[src/rtl/spi_rx_deserialiser.sv]
// SPI mode 0 target receiver: synchronises CS/SCK/MOSI into i_Clock and deserialises MSB-first frames.
// Optional macro SPI_RX_FRAME_COUNT_EN adds a 16-bit wrapping count of good frames on o_Frame_Count.
module spi_rx_deserialiser #(
    parameter int DATA_WIDTH  = 24,
    parameter int SYNC_STAGES = 2
) (
    input  logic                  i_Clock,
    input  logic                  i_Reset,
    input  logic                  i_SPI_CS,
    input  logic                  i_SPI_Clock,
    input  logic                  i_SPI_Data,
    output logic [DATA_WIDTH-1:0] o_Data,
    output logic                  o_Valid,
    output logic                  o_Frame_Err,
    output logic                  o_Busy
`ifdef SPI_RX_FRAME_COUNT_EN
    ,
    output logic [15:0]           o_Frame_Count
`endif
);

    localparam int CNT_W = $clog2(DATA_WIDTH + 1);

    typedef enum logic [1:0] {
        ST_IDLE = 2'd0,
        ST_RECV = 2'd1,
        ST_HOLD = 2'd2
    } state_e;

    state_e                  state_q, state_d;
    logic [SYNC_STAGES-1:0]  cs_sync_q, sck_sync_q, mosi_sync_q;
    logic [SYNC_STAGES:0]    fill_q;
    logic                    cs_prev_q, sck_prev_q;
    logic                    cs_fall_q, cs_rise_q, sck_rise_q, mosi_q;
    logic                    armed_q;
    logic [DATA_WIDTH-1:0]   shift_q, shift_d;
    logic [DATA_WIDTH-1:0]   data_q, data_d;
    logic [CNT_W-1:0]        count_q, count_d;
    logic                    overrun_q, overrun_d;
    logic                    valid_q, valid_d;
    logic                    err_q, err_d;
    logic                    cs_s, sck_s, mosi_s;
    logic                    sync_ok;

    assign cs_s    = cs_sync_q[SYNC_STAGES-1];
    assign sck_s   = sck_sync_q[SYNC_STAGES-1];
    assign mosi_s  = mosi_sync_q[SYNC_STAGES-1];
    // The synchroniser's reset value of CS=1 is not evidence of a real idle bus; only arm once it has refilled.
    assign sync_ok = fill_q[SYNC_STAGES];

    // NOTE: every flop here uses non-blocking assignment so all registers update from pre-edge values.
    always_ff @(posedge i_Clock) begin
        if (i_Reset) begin
            cs_sync_q   <= '1;
            sck_sync_q  <= '0;
            mosi_sync_q <= '0;
            fill_q      <= '0;
            cs_prev_q   <= 1'b1;
            sck_prev_q  <= 1'b0;
            cs_fall_q   <= 1'b0;
            cs_rise_q   <= 1'b0;
            sck_rise_q  <= 1'b0;
            mosi_q      <= 1'b0;
            armed_q     <= 1'b0;
        end else begin
            cs_sync_q   <= {cs_sync_q[SYNC_STAGES-2:0], i_SPI_CS};
            sck_sync_q  <= {sck_sync_q[SYNC_STAGES-2:0], i_SPI_Clock};
            mosi_sync_q <= {mosi_sync_q[SYNC_STAGES-2:0], i_SPI_Data};
            fill_q      <= {fill_q[SYNC_STAGES-1:0], 1'b1};
            cs_prev_q   <= cs_s;
            sck_prev_q  <= sck_s;
            cs_fall_q   <= cs_prev_q & ~cs_s;
            cs_rise_q   <= ~cs_prev_q & cs_s;
            sck_rise_q  <= ~sck_prev_q & sck_s;
            mosi_q      <= mosi_s;
            armed_q     <= armed_q | (cs_s & sync_ok);
        end
    end

    always_ff @(posedge i_Clock) begin
        if (i_Reset) begin
            state_q <= ST_IDLE;
        end else begin
            state_q <= state_d;
        end
    end

    // NOTE: each always_comb assigns a default to every output first so no latch can be inferred.
    always_comb begin
        state_d = state_q;
        unique case (state_q)
            ST_IDLE: if (cs_fall_q && armed_q) state_d = ST_RECV;
            ST_RECV: begin
                if (sck_rise_q) begin
                    if (count_q == CNT_W'(DATA_WIDTH - 1)) state_d = ST_HOLD;
                end else if (cs_rise_q) begin
                    state_d = ST_IDLE;
                end
            end
            ST_HOLD: if (cs_rise_q) state_d = ST_IDLE;
            default: state_d = ST_IDLE;
        endcase
    end

    always_comb begin
        shift_d   = shift_q;
        data_d    = data_q;
        count_d   = count_q;
        overrun_d = overrun_q;
        valid_d   = 1'b0;
        err_d     = 1'b0;
        unique case (state_q)
            ST_IDLE: begin
                if (cs_fall_q && armed_q) begin
                    shift_d   = '0;
                    count_d   = '0;
                    overrun_d = 1'b0;
                end
            end
            ST_RECV: begin
                // A final SCK edge wins over a coincident CS rise; the frame is then complete.
                if (sck_rise_q) begin
                    shift_d = {shift_q[DATA_WIDTH-2:0], mosi_q};
                    count_d = count_q + 1'b1;
                    if (count_q == CNT_W'(DATA_WIDTH - 1)) begin
                        data_d  = {shift_q[DATA_WIDTH-2:0], mosi_q};
                        valid_d = 1'b1;
                    end
                end else if (cs_rise_q) begin
                    err_d = 1'b1;
                end
            end
            ST_HOLD: begin
                if (sck_rise_q) overrun_d = 1'b1;
                if (cs_rise_q) begin
                    err_d     = overrun_q;
                    overrun_d = 1'b0;
                end
            end
            default: ;
        endcase
    end

    always_ff @(posedge i_Clock) begin
        if (i_Reset) begin
            shift_q   <= '0;
            data_q    <= '0;
            count_q   <= '0;
            overrun_q <= 1'b0;
            valid_q   <= 1'b0;
            err_q     <= 1'b0;
        end else begin
            shift_q   <= shift_d;
            data_q    <= data_d;
            count_q   <= count_d;
            overrun_q <= overrun_d;
            valid_q   <= valid_d;
            err_q     <= err_d;
        end
    end

    always_comb begin
        o_Data      = data_q;
        o_Valid     = valid_q;
        o_Frame_Err = err_q;
        o_Busy      = (state_q != ST_IDLE);
    end

`ifdef SPI_RX_FRAME_COUNT_EN
    logic [15:0] frame_count_q;

    always_ff @(posedge i_Clock) begin
        if (i_Reset) begin
            frame_count_q <= '0;
        end else if (valid_d) begin
            frame_count_q <= frame_count_q + 16'd1;
        end
    end

    assign o_Frame_Count = frame_count_q;
`endif

endmodule

[config.mk]
export PLATFORM = sky130hd
export DESIGN_NAME = spi_rx_deserialiser
export DESIGN_NICKNAME = d
export VERILOG_FILES = /design/src/rtl/spi_rx_deserialiser.sv
export SDC_FILE = /design/constraint.sdc
export NUM_CORES = 1
export LEC_CHECK = 0
export ABC_AREA = 1
export ABC_CLOCK_PERIOD_IN_PS = 2000
export BUFFER_PORTS_ARGS = -buffer_cell sky130_fd_sc_hd__buf_2
export CAP_MARGIN = 20
export CORE_AREA = 10 10 110 112
export DETAILED_ROUTE_END_ITERATION = 8
export DIE_AREA = 0 0 120 122
export SLEW_MARGIN = 20
export SYNTH_ARGS = -nofsm -noshare
export SYNTH_HDL_FRONTEND = slang
export SYNTH_SLANG_ARGS = --single-unit
[constraint.sdc]
create_clock -name i_Clock -period 2 [get_ports i_Clock]
set_input_delay 0.1 -clock i_Clock [delete_from_list [all_inputs] [get_ports i_Clock]]
set_output_delay 0.1 -clock i_Clock [all_outputs]
set_load 0.01 [all_outputs]
==> impl_results.rst <==
.. list-table::
   :header-rows: 1

   * - Metric
     - Value
   * - Relative area change from synthesis to final layout
     - 15.8%
   * - Cell with the most instances on the worst path
     - nand2_2
   * - Worst Path Required
     - 2.27 ns
   * - Routed via count divided by cell count
     - ~4.3
   * - Vias in the first global route
     - between 2000 and 2500
   * - Slew Viols, Final
     - 0
   * - Number of max-cap violations
     - 0
   * - Area contributors post-synth
     - dfxtp_1, a21oi_1, inv_1, a21oi_2, o21ai_0
   * - Maximum fanout count along the critical path
     - 26
   * - Area of the multi-input gates
     - about 0.0011 mm2
   * - Maximum level of the CTS H-tree
     - 3
   * - Boundary Pins
     - 32
   * - Worst-case vdd ir drop
     - ~320 uV
   * - Final Cycle Share
     - 81.0%
   * - Portion of synthesized cell area occupied by the leading cell type
     - approximately half
   * - Cell area after synthesis
     - roughly 0.0029 mm2
   * - Buffers on Ports
     - 31
   * - WS Path Type
     - reg2reg
   * - Detailed-router iteration count before antenna repair
     - 4
   * - Num rows
     - 37
   * - GRT Util Overall
     - 8.17%
   * - Buffers plus inverters on the worst setup path
     - 3
   * - Total number of nets in the final design
     - 384
   * - YS warnings
     - 0
   * - Max frequency
     - approximately 600 MHz
   * - Worst endpoint data arrival time
     - 1.89 ns
   * - Total die area
     - around 0.015 mm2
   * - Cell internal power dissipation
     - around 2.1 mW
   * - Share of cells above drive strength 1
     - a little over a quarter
   * - Synthesis-stage register bit count
     - 73
   * - First-pass GRT wire length
     - around 9800 um
   * - Max Clock Skew
     - roughly 0.006 ns
   * - Gates resized, CTS repair
     - 0
   * - Switching component of the power
     - about 0.70 mW
   * - Maximum number of pins on one net before global-route repair
     - 50
   * - Clock transition at the registers of the reported paths
     - roughly 0.070 ns
   * - Cell variety after synth
     - 25
   * - Number of remaining DRC errors
     - 0
   * - Proportion of power drawn by flip-flops and latches
     - between 50% and 60%
   * - Number of buffers added for setup after CTS
     - 0
   * - Sequential share of the synthesized area
     - 50.5%
   * - Run status
     - finished clean
   * - Wire length per cell
     - approximately 10 um
   * - Synthesized netlist net count
     - approximately 350
   * - Initial core utilization
     - slightly below 30%
   * - Setup_tns
     - 0 ns
   * - Static leakage
     - between 1 and 1.5 nW
   * - Switching Fraction
     - around a quarter
   * - Clk Tree Root Cell
     - clkbuf_8
   * - Final weighted congestion in routability-driven placement
     - approximately 0.72
   * - Ordered cell list for the critical path
     - inv_1 -> ha_1 -> inv_2 -> nand2_2 -> nand2_2 -> nand2_4 -> inv_4 -> nand3_1 -> a21oi_2
   * - Headroom to the max-slew limit
     - about half
   * - Cells after Synth
     - between 300 and 400
   * - Vias
     - approximately 2200
   * - Clock latency on the worst-skew pair
     - around 0.34 ns
   * - Fillers
     - 1092
   * - Fin worst setup slack
     - approximately 0.38 ns
   * - Footprint of the flip-flops and latches
     - 0.00146 mm2
   * - Total power
     - about 2.9 mW
   * - Diode count
     - 0
   * - Total routed wirelength
     - approximately 5400 um
   * - Part of the power in combinational logic
     - 8.4%
   * - Slowest cell delay on critical path
     - 0.41 ns
   * - Hold Fails Final Rpt
     - 0
   * - ANT nets after route
     - 0
   * - Die boundary height
     - ~120 um
   * - Placed cell count
     - 496
   * - Number of endpoints failing setup at the final stage
     - 0
   * - Share of total power in the clock network
     - 39.4%
   * - Clock buffer depth
     - 2
   * - Minimum clock period after layout
     - roughly 1.6 ns
   * - Die width
     - around 120 um
   * - Endpoint kind of the worst setup timing path
     - flip-flop
   * - Worst Hold Margin
     - 0.327 ns
   * - Post-DP HPWL
     - about 3700 um
   * - Cell type with the largest total area after synthesis
     - dfxtp_1
   * - TritonCTS buffer count
     - 9
   * - Placement-stage worst setup slack
     - ~0.38 ns
   * - CTS tree
     - done
   * - Clk sink count
     - 73
   * - PD cells
     - between 800 and 900 mW/mm2
   * - Sum of overflow across all layers after global routing
     - 0
   * - Core ar.
     - roughly 0.01 mm2
   * - Largest delay share family, worst path
     - flip-flops
   * - Initial antenna violation count
     - 0
   * - Type of the tightest min-delay check
     - in2reg
   * - Non-Filler Instances
     - slightly above 500
   * - First-iteration detailed-routing DRC count
     - 160
   * - Slowest cell on crit path
     - dfxtp_1
   * - Worst Tran Pin Value
     - around 0.77 ns
   * - Setup repair after global routing missed its margin
     - no
   * - Startpoint type of the worst setup path
     - flip-flop
   * - Average instance area after synthesis
     - around 8.4 um2
[cell usage after synthesis (all sizes together)]
library cell,instances
dfxtp,73
nand3,25
nor2,26
nor3,2
ha,5
clkbuf,9
buf,11
or2,2
a21oi,55
inv,49
nand4,2
o21ai,29
o21bai,1
nand2,55
[final cells by class]
cell class,count,area share (%)
clock inverters,5,1.68
repair buffers,39,7.39
inverters,49,5.56
clock buffers,10,4.10
well taps,136,5.07
flip-flops and latches,73,43.6
multi-input cells,202,32.6
[path summary, 6_finish.rpt]
path	from	end	slack [ns]	depth (start not counted)
worst max-delay path	state_q[1]	shift_q[13]	0.38	9
worst min-delay path	i_Reset	sck_sync_q[0]	0.33	3
worst max register to register	state_q[1]	shift_q[13]	0.38	9
worst min register to register	sck_prev_q	sck_rise_q	0.39	1
[tightest hold or removal path, delay by kind of cell]
| family | cells | cell delay [ns] |
|---|---|---|
| and+or+nand+nor | 1 | 0.14 |
| buffers and inverters | 2 | 0.38 |
[power by group through the flow]
stage                     Combinational [mW]  Clock (mW)  Sequential (mW)
after global placement                 0.236           0             1.52
after global routing                   0.276        1.25             1.49
after CTS                              0.243        1.17             1.49
after detailed placement               0.238           0             1.52
final                                  0.240        1.12             1.49
after floorplan                        0.224           0             1.52
[cell usage in the layout (no fill, tap or decap)]
cell / netlist / final
a21oi_2: 19 / 19
a21oi_1: 36 / 36
clkinv_4: 0 / 1
inv_1: 46 / 46
o21bai_1: 1 / 1
o21ai_0: 29 / 29
dlygate4sd3_1: 0 / 3
dfxtp_1: 73 / 73
nand2_1: 32 / 32
buf_4: 1 / 3
inv_4: 1 / 1
or2_2: 2 / 2
buf_12: 3 / 2
nand2_4: 1 / 1
clkinv_2: 0 / 2
nor2_1: 26 / 26
buf_2: 3 / 31
nor3_1: 2 / 2
inv_2: 2 / 2
bufinv_16: 0 / 1
ha_1: 5 / 5
nand2_2: 22 / 22
clkbuf_8: 0 / 10
nand3_1: 24 / 24
clkinvlp_4: 0 / 1
nand3_2: 1 / 1
nand4_1: 2 / 2
[state kept, by name, summed over array words and instances, names as in the netlist]
| register | count |
|---|---|
| o_Data | 24 |
| shift_q | 23 |
| count_q | 5 |
| fill_q | 3 |
| cs_sync_q | 2 |
| mosi_sync_q | 2 |
| sck_sync_q | 2 |
| state_q | 2 |
| armed_q | 1 |
| cs_fall_q | 1 |
| cs_prev_q | 1 |
| cs_rise_q | 1 |
| mosi_q | 1 |
| o_Frame_Err | 1 |
| o_Valid | 1 |
| overrun_q | 1 |
| sck_prev_q | 1 |
| sck_rise_q | 1 |
[stage by stage]
step | cell area [um2] | util (%)
3_3_place_gp | 3130 | 31.1
5_1_grt | 3350 | 33.4
4_1_cts | 3350 | 33.4
3_5_place_dp | 3130 | 31.1
6_report | 3350 | 33.4
2_1_floorplan | 2900 | -
[cell families after synthesis]
kind of cell	after synthesis	synth area share, %
flip-flops	73	50.5
AND/OR/NAND/NOR	112	18.4
adder cells (fa/ha/maj)	5	2.16
AO/OA/AOI/OAI	85	17.2
buffers and inverters	69	11.8
[per-layer routing]
layer  vias up  global-route usage [%]  wire length [um]
li1       1156                       -                 -
met1      1005                    8.64              2370
met2        40                    13.6              2540
met3         6                    4.53               405
met4         0                    2.71                75
met5         -                       0                 0
[repair_timing]
item / in CTS / in global routing
endpoints found under the hold margin: 3 / 0
hold buffers: 3 / 0
endpoints found under the setup margin: 0 / 0
No activity file was read; power rests on OpenSTA's default activity.
